### src/rtl/serial_shifter_pkg.sv
// Shared definitions for the serial shifter: op encodings, FSM state encoding and step helpers.
// Optional feature macro: SERIAL_SHIFTER_BY4_EN (4-bit shift steps).
package serial_shifter_pkg;

    typedef enum logic [1:0] {
        OP_SLL  = 2'b00,
        OP_SRL  = 2'b01,
        OP_RSVD = 2'b10,
        OP_SRA  = 2'b11
    } shift_op_e;

    typedef enum logic [1:0] {
        ST_IDLE  = 2'b00,
        ST_SHIFT = 2'b01,
        ST_DONE  = 2'b10
    } shift_state_e;

    localparam int unsigned BIG_STEP = 4;

    // Bit shifted in at the MSB for right shifts; only SRA propagates the sign.
    function automatic logic fill_bit(input shift_op_e op, input logic msb);
        return (op == OP_SRA) ? msb : 1'b0;
    endfunction

endpackage

### src/rtl/serial_shifter_shift_step.sv
// Combinational single-step shifter: one bit per step, or four bits when by4_i is set.
// Optional feature macro: SERIAL_SHIFTER_BY4_EN adds the 4-bit path.
module shift_step
    import serial_shifter_pkg::*;
#(
    parameter int XLEN = 32
) (
    input  shift_op_e         op_i,
`ifdef SERIAL_SHIFTER_BY4_EN
    input  logic              by4_i,
`endif
    input  logic [XLEN-1:0]   data_i,
    output logic [XLEN-1:0]   data_o
);

    logic            fill;
    logic [XLEN-1:0] one_step;

    assign fill = fill_bit(op_i, data_i[XLEN-1]);

    // NOTE: every output of a combinational block gets a value on every path; a
    // missing default makes synthesis infer a latch to hold the old value.
    always_comb begin
        one_step = {fill, data_i[XLEN-1:1]};
        if (op_i == OP_SLL) begin
            one_step = {data_i[XLEN-2:0], 1'b0};
        end
    end

`ifdef SERIAL_SHIFTER_BY4_EN
    logic [XLEN-1:0] four_step;

    always_comb begin
        four_step = {{4{fill}}, data_i[XLEN-1:4]};
        if (op_i == OP_SLL) begin
            four_step = {data_i[XLEN-5:0], 4'b0000};
        end
    end

    assign data_o = by4_i ? four_step : one_step;
`else
    assign data_o = one_step;
`endif

endmodule

### src/rtl/serial_shifter.sv
// Multi-cycle shifter: IDLE -> SHIFT (one step per clock) -> DONE (one-cycle done pulse).
// Optional feature macro: SERIAL_SHIFTER_BY4_EN shifts four bits per step while count >= 4.
module serial_shifter
    import serial_shifter_pkg::*;
#(
    parameter  int XLEN = 32,
    localparam int SW   = $clog2(XLEN)
) (
    input  logic            clk,
    input  logic            rst_n,
    input  logic            start,
    input  logic [1:0]      op,
    input  logic [XLEN-1:0] data_in,
    input  logic [SW-1:0]   shamt,
    output logic            busy,
    output logic            done,
    output logic [XLEN-1:0] result
);

    shift_state_e    state_q;
    shift_op_e       op_q;
    logic [SW-1:0]   count_q;
    logic [SW-1:0]   count_d;
    logic [XLEN-1:0] result_q;
    logic [XLEN-1:0] result_d;
    logic            busy_q;
    logic            done_q;

`ifdef SERIAL_SHIFTER_BY4_EN
    logic by4;

    assign by4     = (count_q >= SW'(BIG_STEP));
    assign count_d = by4 ? (count_q - SW'(BIG_STEP)) : (count_q - SW'(1));

    shift_step #(
        .XLEN (XLEN)
    ) u_step (
        .op_i   (op_q),
        .by4_i  (by4),
        .data_i (result_q),
        .data_o (result_d)
    );
`else
    assign count_d = count_q - SW'(1);

    shift_step #(
        .XLEN (XLEN)
    ) u_step (
        .op_i   (op_q),
        .data_i (result_q),
        .data_o (result_d)
    );
`endif

    // NOTE: state registers use non-blocking assignments so every register samples
    // pre-edge values; blocking here would create order-dependent simulation races.
    always_ff @(posedge clk or negedge rst_n) begin
        if (!rst_n) begin
            state_q  <= ST_IDLE;
            op_q     <= OP_SLL;
            count_q  <= '0;
            result_q <= '0;
            busy_q   <= 1'b0;
            done_q   <= 1'b0;
        end else begin
            case (state_q)
                ST_IDLE: begin
                    if (start) begin
                        result_q <= data_in;
                        count_q  <= shamt;
                        op_q     <= shift_op_e'(op);
                        state_q  <= ST_SHIFT;
                        busy_q   <= 1'b1;
                    end
                end
                ST_SHIFT: begin
                    if (count_q == '0) begin
                        state_q <= ST_DONE;
                        done_q  <= 1'b1;
                    end else begin
                        result_q <= result_d;
                        count_q  <= count_d;
                    end
                end
                ST_DONE: begin
                    state_q <= ST_IDLE;
                    busy_q  <= 1'b0;
                    done_q  <= 1'b0;
                end
                default: begin
                    state_q <= ST_IDLE;
                    busy_q  <= 1'b0;
                    done_q  <= 1'b0;
                end
            endcase
        end
    end

    assign busy   = busy_q;
    assign done   = done_q;
    assign result = result_q;

endmodule
### config.mk
export PLATFORM = sky130hd
export DESIGN_NAME = serial_shifter
export DESIGN_NICKNAME = d
export VERILOG_FILES = /design/src/rtl/serial_shifter_pkg.sv /design/src/rtl/serial_shifter_shift_step.sv /design/src/rtl/serial_shifter.sv
export SDC_FILE = /design/constraint.sdc
export NUM_CORES = 1
export LEC_CHECK = 0
export CAP_MARGIN = 40
export CORE_ASPECT_RATIO = 0.8
export CORE_UTILIZATION = 30
export DETAILED_ROUTE_END_ITERATION = 10
export GPL_TIMING_DRIVEN = 0
export PLACE_DENSITY_LB_ADDON = 0.12
export SLEW_MARGIN = 20
export SYNTH_ARGS = -nofsm -noshare
export SYNTH_HDL_FRONTEND = slang
export SYNTH_HIERARCHICAL = 1
export SYNTH_SLANG_ARGS = --single-unit
### constraint.sdc
create_clock -name clk -period 2.1 [get_ports clk]
set_input_delay 0.525 -clock clk [delete_from_list [all_inputs] [get_ports clk]]
set_output_delay 0.525 -clock clk [all_outputs]
set_load 0.01 [all_outputs]
==> PnR_summary.wiki <==
{| class="wikitable"
! Metric !! Value
|-
| Result of the run || finished clean
|-
| Depth of the CTS H-tree || 2
|-
| Largest voltage drop on the vdd net || 0.000548 V
|-
| Vias after detailed routing || around 1800
|-
| Placed cell count || 380
|-
| Tot GR Track Use || 14.0%
|-
| Setup violations, final || 0
|-
| RSZ-0062 raised after global routing || no
|-
| Part of the Yosys area used for sequential elements || about two fifths
|-
| Util after Layout || a little over two fifths
|-
| Top FF cell, synth || dfrtp_1
|-
| Minimum setup slack among reg-to-reg paths || 210 ps
|-
| Yosys top cell area share || 40.3%
|-
| Number of enable flip-flop cells after synthesis || 0
|-
| GRT met3 Usage || 3.08%
|-
| Number of CTS-inserted buffers || 5
|-
| Area of the placeable core || 8560 um2
|-
| Detailed placer's ending HPWL || approximately 4300 um
|-
| Leak || 1.58 nW
|-
| CP Data Required Time || 2270 ps
|-
| IO buf count || 75
|-
| Power density of the placed cells || ~1800 nW/um2
|-
| GR Util met1 || 21.5%
|-
| Die ar. || 9280 um2
|-
| Root Buffer Master || clkbuf_8
|-
| Average detailed-routed wire length per instance || roughly 15 um
|-
| Area leader, netlist || dfrtp_1
|-
| Count of endpoints failing hold in the final timing report || 0
|-
| FFs w/ async S/R, synth || 100%
|-
| Reg-to-reg critical path endpoint || result[2]$_DFFE_PN0P_
|-
| Number of antenna repair diodes || 0
|-
| Highest-utilization routing layer at the global route stage || met1
|-
| Most used standard cell by instance count after synthesis || mux2_2
|-
| Yosys warning count || 6
|-
| Clock Sink Count || 43
|-
| Area Overhead vs Synth || 38.0%
|-
| Detailed-route DRC error count || 0
|-
| TritonCTS clock tree || done
|-
| #FFs+latches synth || 43
|-
| Crit-path cells || clkdlybuf4s50_1, or3b_1, buf_2, o21ai_4, buf_12, mux2_4
|-
| Count of non-filler cells in the finished layout || 390
|-
| Mapped Cells || 192
|-
| Initial antenna violation count || 0
|-
| CP Buf/Inv Count || 3
|-
| Worst setup path class || primary input to flip-flop
|-
| Top delay family on crit path || buffers and inverters
|-
| Wire length of the first global-routing pass || between 10000 and 15000 um
|-
| Initial detailed-routing violation count || 35
|-
| Biggest fanout along the worst timing path || 10
|-
| Cells on worst reg2reg path || 5
|-
| Critical path endpoint category || flip-flop
|-
| Total length of routed wires || between 5000 and 6000 um
|-
| Global-route met2 utilization || between 10% and 20%
|-
| Number of global-route vias before repair || approximately 1900
|-
| Maximum number of pins on one net before global-route repair || 30
|-
| Post-synthesis cell type count || 35
|-
| Cell types with the largest area share after synthesis || dfrtp_1 (40%), mux2_2 (28%), mux2_4 (15%)
|-
| Clock-pin slew reported for the worst setup and hold paths after clock tree synthesis || 80 ps
|-
| Horiz. Die Dim || 107 um
|-
| Final Max Slew Viols || 0
|-
| Fraction of the cycle the final worst path needs || a little over nine tenths
|-
| Post-synthesis net count || 235
|-
| Library cell contributing the largest single delay on the critical path || clkdlybuf4s50_1
|-
| Summed instance area of the synthesized netlist || 2670 um2
|-
| Period minus WS final || 2000 ps
|-
| Initial standard-cell utilization of the core || a little under a third
|-
| Max Cap Viol || 0
|-
| Classification of the worst-slack hold path || primary input to asynchronous set/reset pin
|-
| Slew at the pin with the worst max-slew slack || between 400 and 500 ps
|-
| Setup skew after layout || 5.49 ps
|-
| Antenna Violating Nets Remaining || 0
|-
| Fillers || 817
|-
| Type of origin of the critical path || primary input
|-
| Number of I/O pins || 76
|-
| Clock latency on the worst-skew pair || 290 ps
|-
| Timing-limited maximum frequency || 0.499 GHz
|-
| Arrival time at the worst endpoint || 2180 ps
|-
| Number of search-and-repair iterations in the first detailed-routing pass || 4
|-
| Vertical die dimension || 86.4 um
|-
| Largest stage delay, worst path || ~460 ps
|-
| Post-synth top cells || mux2_2 (67), dfrtp_1 (43), mux2_4 (27), nand2_1 (6)
|-
| Worst reg2reg startpoint || state_q[1]$_DFFE_PN0P_
|-
| GR Overflow Total || 0
|-
| Average cell area after synthesis || around 14 um2
|-
| Max Buffers Root-to-Sink || 2
|-
| Count of nets after finishing || 320
|-
| Row cnt || 30
|-
| Layout cells sized above 1 || 43.5%
|-
| Post-cts gate resize count || 0
|-
| Via-per-instance ratio || 4.61
|-
| Worst max-slew margin expressed relative to the limit || 67.9%
|-
| Final estimated routing congestion in global placement || 0.765
|}
## registers in the layout, summed over array words and instances (netlist names)
signal   flops
op_q         2
done         1
state_q      2
busy         1
count_q      5
result      32
## timing repair
action	CTS	global route
hold endpoints to repair	0	0
buffers inserted	0	2
hold buffers	0	0
setup endpoints to repair	0	25
## worst register-to-register path, cell delays in order, from the launching register on
cell	delay, ps
dfrtp_1	490
nor2b_1	140
buf_2	230
buf_2	290
mux2_2	370
mux2_4	260
## power breakdown
part / internal [mW] / switching, mW / leakage (nW)
registers: 1.29 / 0.469 / 0.504
logic: 2.98 / 1.46 / 1.04
clock network: 0.234 / 0.284 / 0.0422
## layer usage
metal	share of wire [%]	wire (um)	up-vias
met2	42	2520	46
met4	0.72	43	0
li1	-	-	875
met1	52	3120	870
met5	0	0	-
met3	4.8	286	5
## cells in the final DEF, fill, tap and decap left out, types with 2 or more instances in the layout
master,n
clkdlybuf4s50_1,74
mux2_2,67
dfrtp_1,43
mux2_4,27
clkbuf_8,8
nand2_1,6
a21oi_1,5
nor2_1,5
buf_2,4
buf_12,4
inv_1,3
buf_4,3
nor2b_1,2
nor3b_1,2
clkbuf_1,2
## metrics by stage
stage / area, um2 / worst slack, ps / hold slack, ps / TNS (ps) / power, mW
2_1_floorplan: 2670 / 336 / 229 / 0 / 4.90
3_3_place_gp: 3560 / -898 / 498 / -47220 / 6.15
3_5_place_dp: 3570 / -285 / 476 / -8380 / 6.18
4_1_cts: 3660 / 30.3 / 152 / 0 / 6.74
5_1_grt: 3680 / 52.1 / 167 / 0 / 7.22
6_report: 3680 / 95.5 / 151 / 0 / 6.72
## layout make-up
class	instances	area, um2	area share (%)
clock inverters	1	5.00	0.136
repair buffers	78	793	21.5
flip-flops and latches	43	1080	29.2
multi-input cells	135	1460	39.5
inverters	3	11.3	0.306
well taps	112	140	3.80
clock buffers	7	76.3	2.07
plain buffers	11	126	3.43
## how the worst max path moves through the flow
stage,start,to,slack (ps),cells past startpoint
final,start,result[14]$_DFFE_PN0P_,100,6
after global routing,start,result[3]$_DFFE_PN0P_,50,6
after CTS,start,result[14]$_DFFE_PN0P_,30,6
after detailed placement,start,result[5]$_DFFE_PN0P_,-280,6
after global placement,rst_n,result[14]$_DFFE_PN0P_,-900,1
after floorplan,start,result[0]$_DFFE_PN0P_,340,5
## cells by family (layout without fill, tap and decap cells)
group           after synthesis  in the layout  share of synthesized area [%]
fa+ha+maj                     1              1                          0.469
compound gates               13             13                           3.84
buf+inv                      14            100                           5.16
simple gates                 26             26                           6.38
flops                        43             43                           40.3
mux                          95             95                           43.8
Power figures use the tool's default switching activity.
